File: config.mk
export PLATFORM = sky130hd
export DESIGN_NAME = alu_mdu
export DESIGN_NICKNAME = d
export VERILOG_FILES = /design/src/rtl/alu_mdu.sv
export SDC_FILE = /design/constraint.sdc
export NUM_CORES = 2
export LEC_CHECK = 0
export CORE_ASPECT_RATIO = 1.25
export CORE_UTILIZATION = 59
export CTS_BUF_LIST = sky130_fd_sc_hd__clkbuf_4
export CTS_CLUSTER_SIZE = 40
export DETAILED_ROUTE_END_ITERATION = 10
export GPL_TIMING_DRIVEN = 0
export PLACE_DENSITY = 0.78
export SYNTH_ARGS = -nofsm -noshare
export SYNTH_HDL_FRONTEND = slang
export SYNTH_SLANG_ARGS = --single-unit
File: constraint.sdc
create_clock -name clk -period 6.6 [get_ports clk]
set_input_delay 1.32 -clock clk [delete_from_list [all_inputs] [get_ports clk]]
set_output_delay 1.32 -clock clk [all_outputs]
set_load 0.02 [all_outputs]
File: src/rtl/alu_mdu.sv
// -----------------------------------------------------------------------------
// alu_mdu -- registered, handshaked ALU with an iterative multiply/divide unit.
//
// ALU ops finish in one cycle. MDU ops (MUL/MULH/MULHU/DIV/DIVU/REM/REMU)
// iterate one bit per cycle for N cycles, then present the result.
// Results and flags are held until the consumer takes them (out_ready).
//
// Ports:
//   clk        system clock, rising edge
//   rst        asynchronous, active-high reset
//   in_valid   operands/op present
//   in_ready   block can accept an op this cycle
//   a, b       N-bit operands
//   control    4-bit ALU op code (ignored when md_en=1)
//   md_en      1 = MDU op selected by md_op
//   md_op      0 MUL, 1 MULH, 2 MULHU, 3 DIV, 4 DIVU, 5 REM, 6 REMU, 7 reserved
//   out_valid  result/flags valid
//   out_ready  consumer takes result this cycle
//   result     registered result
//   overflow   registered overflow flag
//   zero       registered, result == 0
//   equal      registered, a == b of the accepted op
//   busy       MDU iteration in progress
// -----------------------------------------------------------------------------
module alu_mdu #(
  parameter int N = 32
) (
  input  logic         clk,
  input  logic         rst,
  input  logic         in_valid,
  output logic         in_ready,
  input  logic [N-1:0] a,
  input  logic [N-1:0] b,
  input  logic [3:0]   control,
  input  logic         md_en,
  input  logic [2:0]   md_op,
  output logic         out_valid,
  input  logic         out_ready,
  output logic [N-1:0] result,
  output logic         overflow,
  output logic         zero,
  output logic         equal,
  output logic         busy
);

  localparam int SW = $clog2(N);

  // ALU op codes
  localparam logic [3:0] OP_AND  = 4'b0001;
  localparam logic [3:0] OP_OR   = 4'b0010;
  localparam logic [3:0] OP_XOR  = 4'b0011;
  localparam logic [3:0] OP_SLL  = 4'b0101;
  localparam logic [3:0] OP_SRL  = 4'b0110;
  localparam logic [3:0] OP_SRA  = 4'b0111;
  localparam logic [3:0] OP_ADD  = 4'b1000;
  localparam logic [3:0] OP_SUB  = 4'b1100;
  localparam logic [3:0] OP_SLT  = 4'b1101;
  localparam logic [3:0] OP_SLTU = 4'b1111;

  // MDU op codes
  localparam logic [2:0] MD_MUL   = 3'd0;
  localparam logic [2:0] MD_MULH  = 3'd1;
  localparam logic [2:0] MD_MULHU = 3'd2;
  localparam logic [2:0] MD_DIV   = 3'd3;
  localparam logic [2:0] MD_DIVU  = 3'd4;
  localparam logic [2:0] MD_REM   = 3'd5;
  localparam logic [2:0] MD_REMU  = 3'd6;
  localparam logic [2:0] MD_RSVD  = 3'd7;

  localparam logic [N-1:0] MOST_NEG = {1'b1, {(N-1){1'b0}}};

  typedef enum logic [1:0] {
    IDLE = 2'd0,
    BUSY = 2'd1,
    DONE = 2'd2
  } state_t;

  state_t state_reg, state_next;

  // Result / flag registers
  logic [N-1:0] result_reg;
  logic         overflow_reg;
  logic         zero_reg;
  logic         equal_reg;

  // MDU working registers. hi/lo form the 2N-bit product accumulator for
  // multiplies and the {remainder, dividend/quotient} pair for divides.
  logic [N-1:0]  hi_reg;
  logic [N-1:0]  lo_reg;
  logic [N-1:0]  d_reg;          // multiplicand or divisor magnitude
  logic [N-1:0]  a_hold_reg;     // original dividend, returned by REM on b=0
  logic [2:0]    op_reg;
  logic          neg_reg;        // negate product (MULH) or quotient (DIV)
  logic          neg_rem_reg;    // negate remainder (REM)
  logic          div_zero_reg;
  logic          ovf_pend_reg;
  logic [SW-1:0] cnt_reg;

  // ---------------------------------------------------------------------------
  // Handshake and FSM
  // ---------------------------------------------------------------------------
  logic accept;
  logic start_mdu;
  logic last_iter;

  assign in_ready  = (state_reg == IDLE) || ((state_reg == DONE) && out_ready);
  assign accept    = in_valid && in_ready;
  assign start_mdu = md_en && (md_op != MD_RSVD);
  assign last_iter = (state_reg == BUSY) && (cnt_reg == SW'(N - 1));

  assign out_valid = (state_reg == DONE);
  assign busy      = (state_reg == BUSY);
  assign result    = result_reg;
  assign overflow  = overflow_reg;
  assign zero      = zero_reg;
  assign equal     = equal_reg;

  always_ff @(posedge clk or posedge rst) begin
    if (rst) begin
      state_reg <= IDLE;
    end else begin
      state_reg <= state_next;
    end
  end

  always_comb begin
    state_next = state_reg;
    case (state_reg)
      IDLE: begin
        if (in_valid) begin
          state_next = start_mdu ? BUSY : DONE;
        end
      end
      BUSY: begin
        if (last_iter) begin
          state_next = DONE;
        end
      end
      DONE: begin
        if (out_ready) begin
          if (in_valid) begin
            state_next = start_mdu ? BUSY : DONE;
          end else begin
            state_next = IDLE;
          end
        end
      end
      default: state_next = IDLE;
    endcase
  end

  // ---------------------------------------------------------------------------
  // Single-cycle ALU
  // ---------------------------------------------------------------------------
  logic [N-1:0]  sum;
  logic [N-1:0]  diff;
  logic [SW-1:0] shamt;
  logic          shift_big;
  logic [N-1:0]  alu_res;
  logic          alu_ovf;

  assign sum       = a + b;
  assign diff      = a - b;
  assign shamt     = b[SW-1:0];
  // Any set bit above the shift-amount field means "shift everything out".
  assign shift_big = |b[N-1:SW];

  always_comb begin
    alu_res = '0;
    alu_ovf = 1'b0;
    case (control)
      OP_AND:  alu_res = a & b;
      OP_OR:   alu_res = a | b;
      OP_XOR:  alu_res = a ^ b;
      OP_SLL:  alu_res = shift_big ? '0 : (a << shamt);
      OP_SRL:  alu_res = shift_big ? '0 : (a >> shamt);
      OP_SRA:  alu_res = shift_big ? {N{a[N-1]}} : $unsigned($signed(a) >>> shamt);
      OP_ADD: begin
        alu_res = sum;
        alu_ovf = (a[N-1] == b[N-1]) && (sum[N-1] != a[N-1]);
      end
      OP_SUB: begin
        alu_res = diff;
        alu_ovf = (a[N-1] != b[N-1]) && (diff[N-1] != a[N-1]);
      end
      OP_SLT:  alu_res = {{(N-1){1'b0}}, ($signed(a) < $signed(b))};
      OP_SLTU: alu_res = {{(N-1){1'b0}}, (a < b)};
      default: alu_res = '0;
    endcase
  end

  // ---------------------------------------------------------------------------
  // MDU operand preparation (at accept)
  // ---------------------------------------------------------------------------
  logic [N-1:0] mag_a;
  logic [N-1:0] mag_b;
  logic         md_signed;
  logic [N-1:0] op_a;
  logic [N-1:0] op_b;

  // Magnitude of the most-negative value wraps back to itself, which is the
  // correct unsigned magnitude 2^(N-1).
  assign mag_a     = a[N-1] ? (~a + 1'b1) : a;
  assign mag_b     = b[N-1] ? (~b + 1'b1) : b;
  assign md_signed = (md_op == MD_MULH) || (md_op == MD_DIV) || (md_op == MD_REM);
  assign op_a      = md_signed ? mag_a : a;
  assign op_b      = md_signed ? mag_b : b;

  // ---------------------------------------------------------------------------
  // MDU iteration step
  // ---------------------------------------------------------------------------
  logic         is_mul;
  logic [N:0]   add_sum;
  logic [N:0]   trial;
  logic [N-1:0] hi_step;
  logic [N-1:0] lo_step;

  assign is_mul  = (op_reg < MD_DIV);
  // Shift-add: add multiplicand into the high half when the current
  // multiplier bit is set, then shift the whole {carry, hi, lo} right.
  assign add_sum = {1'b0, hi_reg} + (lo_reg[0] ? {1'b0, d_reg} : {(N+1){1'b0}});
  // Restoring division: shift the next dividend bit into the partial
  // remainder and try subtracting the divisor.
  assign trial   = {hi_reg, lo_reg[N-1]} - {1'b0, d_reg};

  always_comb begin
    hi_step = hi_reg;
    lo_step = lo_reg;
    if (is_mul) begin
      hi_step = add_sum[N:1];
      lo_step = {add_sum[0], lo_reg[N-1:1]};
    end else if (!trial[N]) begin
      hi_step = trial[N-1:0];
      lo_step = {lo_reg[N-2:0], 1'b1};
    end else begin
      hi_step = {hi_reg[N-2:0], lo_reg[N-1]};
      lo_step = {lo_reg[N-2:0], 1'b0};
    end
  end

  // ---------------------------------------------------------------------------
  // MDU final result, formed from the last step's values
  // ---------------------------------------------------------------------------
  logic [2*N-1:0] prod;
  logic [2*N-1:0] prod_fix;
  logic [N-1:0]   quot;
  logic [N-1:0]   remd;
  logic [N-1:0]   mdu_res;

  assign prod     = {hi_step, lo_step};
  assign prod_fix = neg_reg ? (~prod + 1'b1) : prod;
  assign quot     = neg_reg ? (~lo_step + 1'b1) : lo_step;
  assign remd     = neg_rem_reg ? (~hi_step + 1'b1) : hi_step;

  always_comb begin
    mdu_res = '0;
    case (op_reg)
      MD_MUL:            mdu_res = lo_step;
      MD_MULH:           mdu_res = prod_fix[2*N-1:N];
      MD_MULHU:          mdu_res = hi_step;
      MD_DIV, MD_DIVU:   mdu_res = div_zero_reg ? '1 : quot;
      MD_REM, MD_REMU:   mdu_res = div_zero_reg ? a_hold_reg : remd;
      default:           mdu_res = '0;
    endcase
  end

  // ---------------------------------------------------------------------------
  // Datapath registers
  // ---------------------------------------------------------------------------
  always_ff @(posedge clk or posedge rst) begin
    if (rst) begin
      result_reg   <= '0;
      overflow_reg <= 1'b0;
      zero_reg     <= 1'b0;
      equal_reg    <= 1'b0;
      hi_reg       <= '0;
      lo_reg       <= '0;
      d_reg        <= '0;
      a_hold_reg   <= '0;
      op_reg       <= '0;
      neg_reg      <= 1'b0;
      neg_rem_reg  <= 1'b0;
      div_zero_reg <= 1'b0;
      ovf_pend_reg <= 1'b0;
      cnt_reg      <= '0;
    end else if (accept) begin
      equal_reg <= (a == b);
      if (!md_en) begin
        result_reg   <= alu_res;
        overflow_reg <= alu_ovf;
        zero_reg     <= (alu_res == '0);
      end else if (md_op == MD_RSVD) begin
        result_reg   <= '0;
        overflow_reg <= 1'b0;
        zero_reg     <= 1'b1;
      end else begin
        cnt_reg      <= '0;
        op_reg       <= md_op;
        hi_reg       <= '0;
        lo_reg       <= op_a;
        d_reg        <= op_b;
        a_hold_reg   <= a;
        neg_reg      <= ((md_op == MD_MULH) || (md_op == MD_DIV)) && (a[N-1] ^ b[N-1]);
        neg_rem_reg  <= (md_op == MD_REM) && a[N-1];
        div_zero_reg <= (b == '0);
        ovf_pend_reg <= (md_op == MD_DIV) && (a == MOST_NEG) && (b == '1);
      end
    end else if (state_reg == BUSY) begin
      hi_reg <= hi_step;
      lo_reg <= lo_step;
      if (last_iter) begin
        cnt_reg      <= '0;
        result_reg   <= mdu_res;
        overflow_reg <= ovf_pend_reg;
        zero_reg     <= (mdu_res == '0);
      end else begin
        cnt_reg <= cnt_reg + 1'b1;
      end
    end
  end

endmodule

==> results of run 1 <==
-- through the flow --
step / cells / TNS [ns]
2_1_floorplan: 3680 / 0
3_3_place_gp: 4370 / -364.61
3_5_place_dp: 4373 / -25.38
4_1_cts: 4404 / 0
-- cells in the mapped netlist, types with 12 or more instances --
cell and instances:
a311oi_1 13, or3_1 40, nand2_1 433, dfrtp_1 177, buf_1 27, a22oi_1 40, o2111ai_1 14, a221oi_1 26
o21ai_0 351, o221ai_1 23, mux2i_1 80, ha_1 168, inv_1 152, o211ai_1 58, xor2_1 29, and2_1 60
o21bai_1 14, a21o_1 48, xnor2_1 103, a21oi_1 261, mux4_2 66, nor3_1 112, nor2b_1 24, mux2_2 26
a31oi_1 63, nand3b_1 13, nand2b_1 27, o21ai_1 12, and3_1 33, a211o_1 22, or4_1 19, nor4_1 44
buf_2 32, a211oi_1 53, o22ai_1 25, o31ai_1 29, nor2_1 305, o41ai_1 27, o21a_1 28, nand3_1 104
nand4_1 52, clkbuf_1 206, a2111oi_0 17
-- what timing repair did --
item,CTS
endpoints found under the setup margin,24
buffers inserted,2
pin swaps,3
gates resized for setup,44
-- logic make-up after synthesis --
group | after synthesis | share of synthesized area (%)
AO/OA/AOI/OAI | 1255 | 30.65
XOR/XNOR | 132 | 4.307
adder cells (fa/ha/maj) | 173 | 8.167
buffers and inverters | 431 | 6.377
flip-flops | 177 | 16.50
multiplexers | 175 | 9.803
AND/OR/NAND/NOR | 1337 | 24.19
-- metal layers --
layer / GRT usage [%] / GRT overflow
met5: 24.51 / 1
met4: 74.76 / 104
met3: 61.17 / 6
met2: 93.62 / 135
met1: 75.86 / 3
==> reports/summary.txt, run 1 <==
First-pass GRT wire length: 263700 µm
Pre-CTS setup slack: -1.982 ns
Synth Flop Type: dfrtp_1
Hold_buf cts: 0
I/O pin cnt: 114
Yosys reg bits: 177
Row cnt: 87
Die Y: 240.5 µm
Halt Stage: 5_1_grt
Mean Syn Cell Area: 7.294 µm²
First error: [ERROR GRT-0116] Global routing finished with congestion. Check the congestion regions in the DRC Viewer.
Synth area leader: dfrtp_1
Number of synthesis warnings: 0
Asr flop ratio synth: 100.0%
CTS sink count: 177
Synth area leaders: dfrtp_1 (17%), ha_1 (7.8%), o21ai_0 (6.5%)
Cell Area, Placed: 0.02875 mm²
Syn Inst Count: 3680
Number of global-route vias before repair: 35880
Seq/Total Area, Yosys: 16.50%
GP Congestion: 1.253
H-Tree Depth: 4
CTS buffer count: 17
Pin count of the biggest net entering global routing: 92
Detailed Place HPWL: 118000 µm
Clock Path Buffers: 2
EDFF count, synth: 0
Global route overflow: 249
Synthesized cell area: 0.02684 mm²
Initial Util: 59.70%
GRT Overall Usage: 76.22%
Clk root buf: clkbuf_4
Synth unique cells: 112
Syn_nets: 3928
Status: did not finish
# port buffers: 112
Post-synth top area share: 16.50%
Die width: 192.8 µm
==> inputs of run 2 (changes only) <==
==> config.mk (replaced) <==
export PLATFORM = sky130hd
export DESIGN_NAME = alu_mdu
export DESIGN_NICKNAME = d
export VERILOG_FILES = /design/src/rtl/alu_mdu.sv
export SDC_FILE = /design/constraint.sdc
export NUM_CORES = 2
export LEC_CHECK = 0
export CORE_UTILIZATION = 40
export DETAILED_ROUTE_END_ITERATION = 10
export GPL_TIMING_DRIVEN = 0
export PLACE_DENSITY_LB_ADDON = 0.15
export SYNTH_ARGS = -nofsm -noshare
export SYNTH_HDL_FRONTEND = slang
export SYNTH_SLANG_ARGS = --single-unit
==> run 2 against run 1 <==
  * The flow now finishes, with violations (capacitance limit, slew limit, setup timing)
  * Synthesized area stayed put
  * Synthesized cell count is the same
==> reports/summary.txt, run 2 <==
H-Tree Depth: 4
Drt initial violations: 4168
Worst setup margin: -0.2813 ns
Number of synthesis warnings: 0
Peak Freq: 145.3 MHz
Flop pwr share: 13.5%
Cell with the most instances after synthesis: nand2_1
Worst IR Drop VDD: 0.0003049 V
Seq/Total Area, Yosys: 16.50%
Detailed Place HPWL: 134800 µm
Synth unique cells: 112
Largest family of logic cells by synthesized area: compound AO/OA/AOI/OAI gates
EDFF count, synth: 0
Vias per cell: 7.050
Syn_nets: 3928
Post-synthesis mux area share: 9.803%
Power Total: 16.07 mW
Layout area overhead: 13.36%
CTS buffer count: 17
Synth Area in XOR/XNOR: 4.307%
Crit path DAT: 7.33 ns
TritonCTS clock tree: built
Worst-path clk slew: 0.09 ns
Core area: 0.06610 mm²
Via count: 33220
I/O pin cnt: 114
Most frequent cells in the layout: nand2_1 (432), o21ai_0 (347), nor2_1 (302)
Mean Syn Cell Area: 7.294 µm²
Clock latency on the worst-skew pair: 0.52 ns
Pin count of the biggest net entering global routing: 108
P_int: 6.010 mW
Post-synth top area share: 16.50%
GRT Overall Usage: 48.25%
Initial antenna violation count: 11
Syn Inst Count: 3680
Setup Crit Path Kind: reg2reg
Drt drc: 0
Status: complete, but fails checks
Die Y: 261.0 µm
Fin. max-slew vios: 10
Minimum clock period: 6.881 ns
Top cells by count, synth: nand2_1 (433), o21ai_0 (351), nor2_1 (305)
Synth Area in Compound Gates: 30.65%
Worst Clk Skew: 0.02386 ns
CTS sink count: 177
Initial DRT Pass Iterations: 9
Crit path capture type: flip-flop
Final WL: 167300 µm
Lkg Pwr: 12.19 nW
Synth area leader: dfrtp_1
# port buffers: 112
Synth Flop Type: dfrtp_1
Synth Area in Adders: 8.167%
Post-synthesis simple-gate area fraction: 24.19%
Die width: 261.0 µm
Synth area leaders: dfrtp_1 (17%), ha_1 (7.8%), o21ai_0 (6.5%)
Layout cell share with drive strength beyond 1: 9.351%
Clk root buf: clkbuf_16
Failing checks: capacitance limit, slew limit, setup timing
Global route overflow: 0
Part of the power in combinational logic: 79.5%
Yosys reg bits: 177
Required time of the critical path: 7.05 ns
R2r setup slk: -0.28 ns
P_sw: 10.06 mW
Most common cell after layout, fill and taps aside: nand2_1
Slew HR: -2.257%
Clock Path Buffers: 2
Synthesized cell area: 0.02684 mm²
Sw Ratio: 62.60%
Row cnt: 94
Final core occ: 46.03%
Slew @ Worst Pin: 1.525 ns
Final Setup Violations: 1
Clk pwr share: 6.9%
Worst Setup Start Kind: flip-flop
NumNets Final: 4074
Asr flop ratio synth: 100.0%
GP Congestion: 1.120
Die area: 0.06814 mm²
Wire per inst: 35.49 µm
Crit share post-route: 104.3%
CP max FO: 10
RSZ-0062 raised after global routing: true
HP Class: reg2reg
PD cells: 528.2 mW/mm²
Post-route ant nets: 0
First-pass GRT wire length: 233000 µm
Initial Util: 40.61%
Hold Vio Cnt, Final: 0
Number of global-route vias before repair: 31180
Max-Cap Viols: 1
-- run 2: final timing paths --
check / from / endpoint / cells past startpoint
worst max-delay path: op_reg[1] / zero / 15
worst min-delay path: result[25] / result[25] / 2
worst max register to register: op_reg[1] / zero / 15
worst min register to register: result[25] / result[25] / 2
max in group asynchronous: rst / result[27] / 3
min in group asynchronous: rst / a_hold_reg[1] / 2
-- run 2: layer usage --
layer,GRT usage (%),wire [µm],part of all wire [%]
met5,0,27,0.016
met1,53.16,58420,35
met4,43.49,18240,11
met2,76.86,74400,44
met3,12.35,16170,9.7
-- run 2: final cells by class --
class | instances | area (µm²)
clock buffer | 17 | 425.4
clock inverter | 15 | 185.2
tap | 864 | 1081
multi-input combinational | 3072 | 21140
buffer | 264 | 1199
antenna | 9 | 22.52
timing repair buffer | 137 | 1335
inverter | 157 | 608.1
sequential | 177 | 4434
fill | 7069 | 35670
-- run 2: power by group through the flow --
stage          clock network (mW)  registers, mW  logic, mW
2_1_floorplan                   0           1.95       7.30
3_3_place_gp                    0           2.14       11.7
3_5_place_dp                    0           2.15       11.7
4_1_cts                      1.11           2.13       12.0
5_1_grt                      1.15           2.20       13.2
6_report                     1.11           2.18       12.8
-- run 2: kinds of logic after synthesis --
group	after synthesis
flip-flops	177
AO/OA/AOI/OAI	1255
adder cells (fa/ha/maj)	173
multiplexers	175
buffers and inverters	431
AND/OR/NAND/NOR	1337
XOR/XNOR	132
-- run 2: critical path: stages (launching register included) --
cell and delay (ns):
dfrtp_1 0.33, clkbuf_1 0.28, a21o_1 0.71, clkbuf_2 0.54
clkdlybuf4s15_1 0.83, buf_1 0.65, clkbuf_2 0.57, buf_2 0.47
a21o_1 0.35, mux2i_1 0.14, a2111oi_1 0.85, nand3_1 0.26
nor4_4 0.35, and4_1 0.25, nand4_1 0.11, nand2_1 0.08
-- run 2: what timing repair did --
| item | in CTS | in global routing |
|---|---|---|
| setup buffers | 7 | 15 |
| resized for setup | 97 | 77 |
| pin swaps | 10 | 15 |
| hold buffers | 0 | 0 |
| setup endpoints to repair | 31 | 13 |
-- run 2: metrics by stage --
| step | instances | cell area, µm² | setup TNS [ns] | setup slack (ns) | hold WS (ns) |
|---|---|---|---|---|---|
| 4_1_cts | 4693 | 30080 | 0 | 0.01182 | 0.4911 |
| 6_report | 4712 | 30430 | -0.2813 | -0.2813 | 0.4884 |
| 5_1_grt | 4706 | 30410 | -0.07476 | -0.07476 | 0.5251 |
| 3_5_place_dp | 4659 | 29100 | -36.64 | -2.196 | 0.4735 |
| 2_1_floorplan | 3680 | 26840 | 0 | 0.3849 | 0.4446 |
| 3_3_place_gp | 4656 | 29040 | -486.50 | -2.703 | 0.4653 |
Power figures use the tool's default switching activity.
